`src/rtl/lsu_pkg.sv`:
```
// Shared definitions for the load/store controller: access-size codes,
// controller state encoding and the alignment rule.
package lsu_pkg;

    // Access size codes as presented on the size port.
    localparam logic [1:0] SZ_BYTE = 2'b00;
    localparam logic [1:0] SZ_HALF = 2'b01;
    localparam logic [1:0] SZ_WORD = 2'b10;
    localparam logic [1:0] SZ_ILL  = 2'b11;

    // Controller states.
    typedef enum logic [1:0] {
        ST_IDLE = 2'd0,
        ST_RD   = 2'd1,
        ST_WR   = 2'd2,
        ST_FIN  = 2'd3
    } state_e;

    // A halfword must sit on an even address, a word on a multiple of four.
    // Bytes are never misaligned; the illegal size code is rejected elsewhere.
    function automatic logic is_misaligned(input logic [1:0] sz, input logic [1:0] lo);
        logic mis;
        mis = 1'b0;
        case (sz)
            SZ_HALF: mis = lo[0];
            SZ_WORD: mis = (lo != 2'b00);
            default: mis = 1'b0;
        endcase
        return mis;
    endfunction

endpackage

```
`src/rtl/lsu_ctrl_lane_mux.sv`:
```
// Lane select logic shared by the load and store paths: extracts and
// extends a byte/half/word from a RAM word, and merges store data into a
// buffered RAM word for read-modify-write.
import lsu_pkg::*;

module lane_mux #(
    parameter int LITTLE_END = 1
) (
    input  logic [1:0]  size,
    input  logic        sign_ext,
    input  logic [1:0]  byte_off,
    input  logic [31:0] rd_word,
    input  logic [31:0] buf_word,
    input  logic [31:0] wdata,
    output logic [31:0] load_data,
    output logic [31:0] merge_data
);

    // Physical lane index. Only little-endian numbering is a supported
    // configuration; the inverted form just keeps the parameter meaningful.
    logic [1:0]  lane;
    logic [7:0]  byte_sel;
    logic [15:0] half_sel;
    logic [3:0]  lane_en;
    logic [31:0] ins_word;

    assign lane = (LITTLE_END != 0) ? byte_off : ~byte_off;

    // Load side: pick the addressed lane and extend it to 32 bits.
    always_comb begin
        byte_sel  = rd_word[{lane, 3'b000} +: 8];
        half_sel  = rd_word[{lane[1], 4'b0000} +: 16];
        load_data = rd_word;
        case (size)
            SZ_BYTE: load_data = {{24{sign_ext & byte_sel[7]}}, byte_sel};
            SZ_HALF: load_data = {{16{sign_ext & half_sel[15]}}, half_sel};
            default: load_data = rd_word;
        endcase
    end

    // Store side: choose which byte lanes take new data; store data is
    // replicated across lanes so each lane can just pick its own slice.
    always_comb begin
        lane_en  = 4'b1111;
        ins_word = wdata;
        case (size)
            SZ_BYTE: begin
                lane_en  = 4'b0001 << lane;
                ins_word = {4{wdata[7:0]}};
            end
            SZ_HALF: begin
                lane_en  = lane[1] ? 4'b1100 : 4'b0011;
                ins_word = {2{wdata[15:0]}};
            end
            default: begin
                lane_en  = 4'b1111;
                ins_word = wdata;
            end
        endcase
    end

    // Per-lane merge: enabled lanes take the store data, others keep RAM data.
    for (genvar gi = 0; gi < 4; gi++) begin : g_merge
        assign merge_data[8*gi +: 8] = lane_en[gi] ? ins_word[8*gi +: 8]
                                                   : buf_word[8*gi +: 8];
    end

endmodule

```
`src/rtl/lsu_ctrl.sv`:
```
// Load/store controller sitting between the multicycle core and a
// single-port word RAM (combinational read, clocked write). Handles
// sub-word loads with extension and sub-word stores via read-modify-write.
import lsu_pkg::*;

module lsu_ctrl #(
    parameter int DEPTH_WORDS = 64,
    parameter int LITTLE_END  = 1
) (
    input  logic        clk,
    input  logic        rst_n,
    input  logic        req,
    input  logic        we_in,
    input  logic [1:0]  size,
    input  logic        sign_ext,
    input  logic [31:0] addr,
    input  logic [31:0] wdata,
    output logic        busy,
    output logic        done,
    output logic        err,
    output logic [31:0] rdata,
    output logic [31:0] ram_addr,
    output logic [31:0] ram_din,
    output logic        ram_we,
    input  logic [31:0] ram_dout
);

    localparam logic [29:0] DEPTH_LIM = 30'(DEPTH_WORDS);

    state_e      state_q, state_d;
    logic        we_q, we_d;
    logic [1:0]  size_q, size_d;
    logic        sext_q, sext_d;
    logic [31:0] addr_q, addr_d;
    logic [31:0] wdata_q, wdata_d;
    logic        err_q, err_d;
    logic [31:0] buf_q, buf_d;
    logic [31:0] rdata_q, rdata_d;

    logic        req_fault;
    logic [31:0] load_data;
    logic [31:0] merge_data;

    // A request is rejected before touching the RAM if its size is illegal,
    // it is misaligned for its size, or its word index is past the RAM.
    assign req_fault = (size == SZ_ILL)
                     | is_misaligned(size, addr[1:0])
                     | (addr[31:2] >= DEPTH_LIM);

    lane_mux #(
        .LITTLE_END (LITTLE_END)
    ) u_lane_mux (
        .size       (size_q),
        .sign_ext   (sext_q),
        .byte_off   (addr_q[1:0]),
        .rd_word    (ram_dout),
        .buf_word   (buf_q),
        .wdata      (wdata_q),
        .load_data  (load_data),
        .merge_data (merge_data)
    );

    // Next-state logic and request latching; every register holds by default.
    always_comb begin
        state_d = state_q;
        we_d    = we_q;
        size_d  = size_q;
        sext_d  = sext_q;
        addr_d  = addr_q;
        wdata_d = wdata_q;
        err_d   = err_q;
        buf_d   = buf_q;
        rdata_d = rdata_q;
        case (state_q)
            ST_IDLE: begin
                if (req) begin
                    we_d    = we_in;
                    size_d  = size;
                    sext_d  = sign_ext;
                    addr_d  = addr;
                    wdata_d = wdata;
                    err_d   = req_fault;
                    if (req_fault) begin
                        state_d = ST_FIN;
                    end else if (we_in && (size == SZ_WORD)) begin
                        // Full-word stores need no read: merge covers all lanes.
                        state_d = ST_WR;
                    end else begin
                        state_d = ST_RD;
                    end
                end
            end
            ST_RD: begin
                if (we_q) begin
                    buf_d   = ram_dout;
                    state_d = ST_WR;
                end else begin
                    rdata_d = load_data;
                    state_d = ST_FIN;
                end
            end
            ST_WR: begin
                state_d = ST_FIN;
            end
            ST_FIN: begin
                // Returning to IDLE here means a req seen this cycle is dropped.
                state_d = ST_IDLE;
            end
            default: begin
                state_d = ST_IDLE;
            end
        endcase
    end

    // State and datapath registers with asynchronous clear.
    always_ff @(posedge clk or negedge rst_n) begin
        if (!rst_n) begin
            state_q <= ST_IDLE;
            we_q    <= 1'b0;
            size_q  <= SZ_BYTE;
            sext_q  <= 1'b0;
            addr_q  <= '0;
            wdata_q <= '0;
            err_q   <= 1'b0;
            buf_q   <= '0;
            rdata_q <= '0;
        end else begin
            state_q <= state_d;
            we_q    <= we_d;
            size_q  <= size_d;
            sext_q  <= sext_d;
            addr_q  <= addr_d;
            wdata_q <= wdata_d;
            err_q   <= err_d;
            buf_q   <= buf_d;
            rdata_q <= rdata_d;
        end
    end

    // Outputs decode straight from the state register so reset kills ram_we at once.
    assign busy     = (state_q != ST_IDLE);
    assign done     = (state_q == ST_FIN);
    assign err      = (state_q == ST_FIN) & err_q;
    assign ram_we   = (state_q == ST_WR);
    assign ram_addr = {addr_q[31:2], 2'b00};
    assign ram_din  = merge_data;
    assign rdata    = rdata_q;

endmodule

```
`config.mk`:
```
export PLATFORM = sky130hd
export DESIGN_NAME = lsu_ctrl
export DESIGN_NICKNAME = d
export VERILOG_FILES = /design/src/rtl/lsu_pkg.sv /design/src/rtl/lsu_ctrl_lane_mux.sv /design/src/rtl/lsu_ctrl.sv
export SDC_FILE = /design/constraint.sdc
export NUM_CORES = 1
export LEC_CHECK = 0
export ABC_CLOCK_PERIOD_IN_PS = 2400
export CAP_MARGIN = 20
export CORE_AREA = 2 2 165 167
export DETAILED_ROUTE_END_ITERATION = 8
export DIE_AREA = 0 0 167 169
export SLEW_MARGIN = 15
export SYNTH_ARGS = -nofsm -noshare
export SYNTH_HDL_FRONTEND = slang
export SYNTH_SLANG_ARGS = --single-unit
```
`constraint.sdc`:
```
create_clock -name clk -period 2.4 [get_ports clk]
set_clock_uncertainty 0.05 [all_clocks]
set_input_delay 0.48 -clock clk [delete_from_list [all_inputs] [get_ports clk]]
set_output_delay 0.48 -clock clk [all_outputs]
set_load 0.05 [all_outputs]
```
==> run metrics <==
worst hold endpoint=rdata[15]; fraction of layout instances using a drive strength above 1=33.6%; Register-to-Register Setup Slack=0.28 ns; highest net fanout along the worst path=8; standard cell core area=26,500 µm²; Total Die Area=28,200 µm²; largest net degree at the start of global routing=49; startpoint of the most critical register-to-register path=size_q[1]; synthesis-to-layout area growth=51.0%; first-pass GRT wire length=33.5 mm; drc violations=0; CP peak stage delay=0.42 ns; crit path max-delay cell type=sky130_fd_sc_hd__dfrtp_1; area fraction of the dominant cell type after synthesis=50.1%; final clock period utilization by the worst path=99.0%; remaining max-slew budget at the tightest pin=61.8%; path class of the lowest-slack min-delay path=reg2reg; NumNets Final=896; Bufs on Longest Clock Path=2; Reg clk slew, reported paths=0.06 ns; total track usage=15.6%; end of the worst register-to-register path=rdata[8]; Detailed Route Iter0 Violations=287; PortBufs=200; count of antenna-violating nets left after detailed routing=0; total of max-cap violations=0; total grt overflow=0; cell depth of the worst hold path=2; multi-input combinational cell area=3070 µm²; pre-CTS setup slack=0.0764 ns; total clock buffers created by CTS=17; chip height=169 µm; final count of pins violating max slew=0; final critical-path required period=2.38 ns; TritonRoute pass-1 iters=8; total I/O pin count=203; element type at the critical path end=output port; via count of the first global-routing pass=5,438; clock tree from TritonCTS=yes; clock latency of the later-clocked register in the worst-skew pair=0.41 ns; Fmax achieved=0.421 GHz; area of the mapped netlist=6750 µm²; number of H-tree levels=4; startpoint of the most critical hold path=rdata[15]; total half-perimeter wirelength after legalization and detailed placement=16.3 mm; cell taking the most area after synthesis=sky130_fd_sc_hd__dfrtp_1; synthesized flop and latch total=135; transition time at the pin with the least slew margin=0.571 ns; list of cells traversed by the critical path=or2_4, a21oi_4, buf_6, buf_4, o21ai_2, buf_12; DR WL/cell=19.2 µm; routability congestion estimate=0.833; Top delay family on crit path=buffers and inverters; data arrival time of the critical path=1.85 ns; Synth Warn #=0; post-synthesis average cell area=11.6 µm²; # clock sinks=135; Worst EP required=1.87 ns; unrepaired setup endpoints after global routing=yes; per-cell via count in the routed design=4.72; number of vias in the routed layout=5,386; outcome=finished, final reports clean; drt total wl=21.8 mm; final hold violation count=0; share of the core filled with cells in the final layout=38.4%; horizontal die dimension=167 µm; setup violation total in the final timing report=0; largest cells by area after synthesis=sky130_fd_sc_hd__dfrtp_1 (50%), sky130_fd_sc_hd__mux2_2 (18%), sky130_fd_sc_hd__mux2i_1 (4.0%), sky130_fd_sc_hd__buf_4 (3.9%), sky130_fd_sc_hd__nand2_1 (3.0%); synthesized netlist cell count=584; number of unique standard cell types used by synthesis=41; setup ws final=0.0238 ns; launching element type of the critical path=flop; placement row count=60; critical setup path kind=reg2out; number of antenna violations at the first check in global routing=1; buffer and inverter count on the worst path=3; Register Area=3380 µm²; post-synthesis sequential area ratio=50.1%; CTS Root Cell=sky130_fd_sc_hd__clkbuf_16; initial core utilization=25.5%; FF-to-FF path depth=6; count of fill cells added during filler insertion=2,588
## flip-flops by register name, summed over array words and instances (netlist names)
register  flops
buf_q        32
rdata        32
we_q          1
sext_q        1
state_q       2
size_q        2
wdata_q      32
err_q         1
addr_q       32
## synthesized netlist by cell type (all sizes together)
cell,number
dfrtp,135
a31oi,2
a22o,15
buf,61
ha,8
nor2,22
o21a,1
o31ai,1
o21ai,44
nor4,5
a221oi,7
or2,1
clkbuf,6
nand4b,1
conb,1
nand2b,2
mux4,1
nor3,3
nand2,54
and2,1
a21oi,22
a41oi,1
nor2b,4
nand4,2
a21boi,1
inv,6
mux2,113
mux2i,27
nor3b,1
a222oi,7
nand3,29
## worst max-delay path by stage
stage	start	endpoint	slack (ns)	cells after the start
6_report	size_q[0]	ram_din[15]	0.02	6
5_1_grt	size_q[0]	ram_din[26]	-0.04	6
4_1_cts	addr_q[0]	ram_din[15]	-0.006	6
3_5_place_dp	size[0]	state_q[1]	0.08	6
3_3_place_gp	size[0]	state_q[1]	0.18	6
2_1_floorplan	size_q[0]	ram_din[10]	0.16	4
## layout by cell type (no fill, tap or decap), types with 17 or more instances in the layout
master                            Yosys  routed
sky130_fd_sc_hd__a21oi_1             18      18
sky130_fd_sc_hd__buf_12               0      29
sky130_fd_sc_hd__buf_4               35      36
sky130_fd_sc_hd__buf_6                3      18
sky130_fd_sc_hd__clkbuf_16            0      17
sky130_fd_sc_hd__clkdlybuf4s50_1      0     163
sky130_fd_sc_hd__dfrtp_1            135     132
sky130_fd_sc_hd__mux2_2             106     106
sky130_fd_sc_hd__mux2i_1             27      24
sky130_fd_sc_hd__nand2_1             54      50
sky130_fd_sc_hd__nand3_1             29      29
sky130_fd_sc_hd__nor2_1              21      21
sky130_fd_sc_hd__o21ai_2              0      24
## routing by layer
metal / global-route usage (%) / wire length, µm
met5: 0 / 0
met4: 4.65 / 408
met3: 3.62 / 1350
met2: 25.0 / 10300
met1: 21.1 / 9800
## worst reg2reg max path: cells and delay by family, from the launching register on
family                 cells  cell delay, ns
AOI/OAI and AO/OA          3            0.72
buffers and inverters      2            0.51
DFF                        1            0.54
and+or+nand+nor            1            0.16
## cell type report
| cell class | count | share of cell area [%] |
|---|---|---|
| flip-flops and latches | 135 | 33.2 |
| multi-input cells | 377 | 30.1 |
| repair buffers | 248 | 26.6 |
| clock buffers | 19 | 4.45 |
| well taps | 341 | 4.19 |
| clock inverters | 13 | 1.18 |
| inverters | 6 | 0.270 |
| diodes | 1 | 0.0246 |
## stage by stage
stage / hold WS, ns / setup TNS (ns) / area [µm²] / instances
floorplan: 0.134 / 0 / 6750 / 585
global placement: 0.413 / 0 / 9230 / 1089
detailed placement: 0.414 / 0 / 9230 / 1089
CTS: 0.434 / -0.00604 / 10100 / 1136
global route: 0.463 / -0.156 / 10200 / 1139
finish: 0.429 / 0 / 10200 / 1140
## cell families (layout without fill, tap and decap cells)
kind of cell | after synthesis | after routing | synth area share, %
compound gates | 101 | 101 | 9.77
flops | 135 | 135 | 50.1
fa+ha+maj | 8 | 8 | 1.48
simple gates | 125 | 125 | 8.66
mux | 141 | 141 | 23.2
buf+inv | 73 | 286 | 6.75
other cells | 1 | 3 | 0.0556
## what timing repair did
item	4_1_cts	5_1_grt
hold buffers	1	0
pin swaps	4	1
endpoints found under the setup margin	32	33
setup buffers	11	3
endpoints found under the hold margin	44	0
gates cloned	3	0
resized for setup	38	22
Power is not shown: default switching activity piles up to over one toggle a cycle in this logic, so the estimate is an artifact.
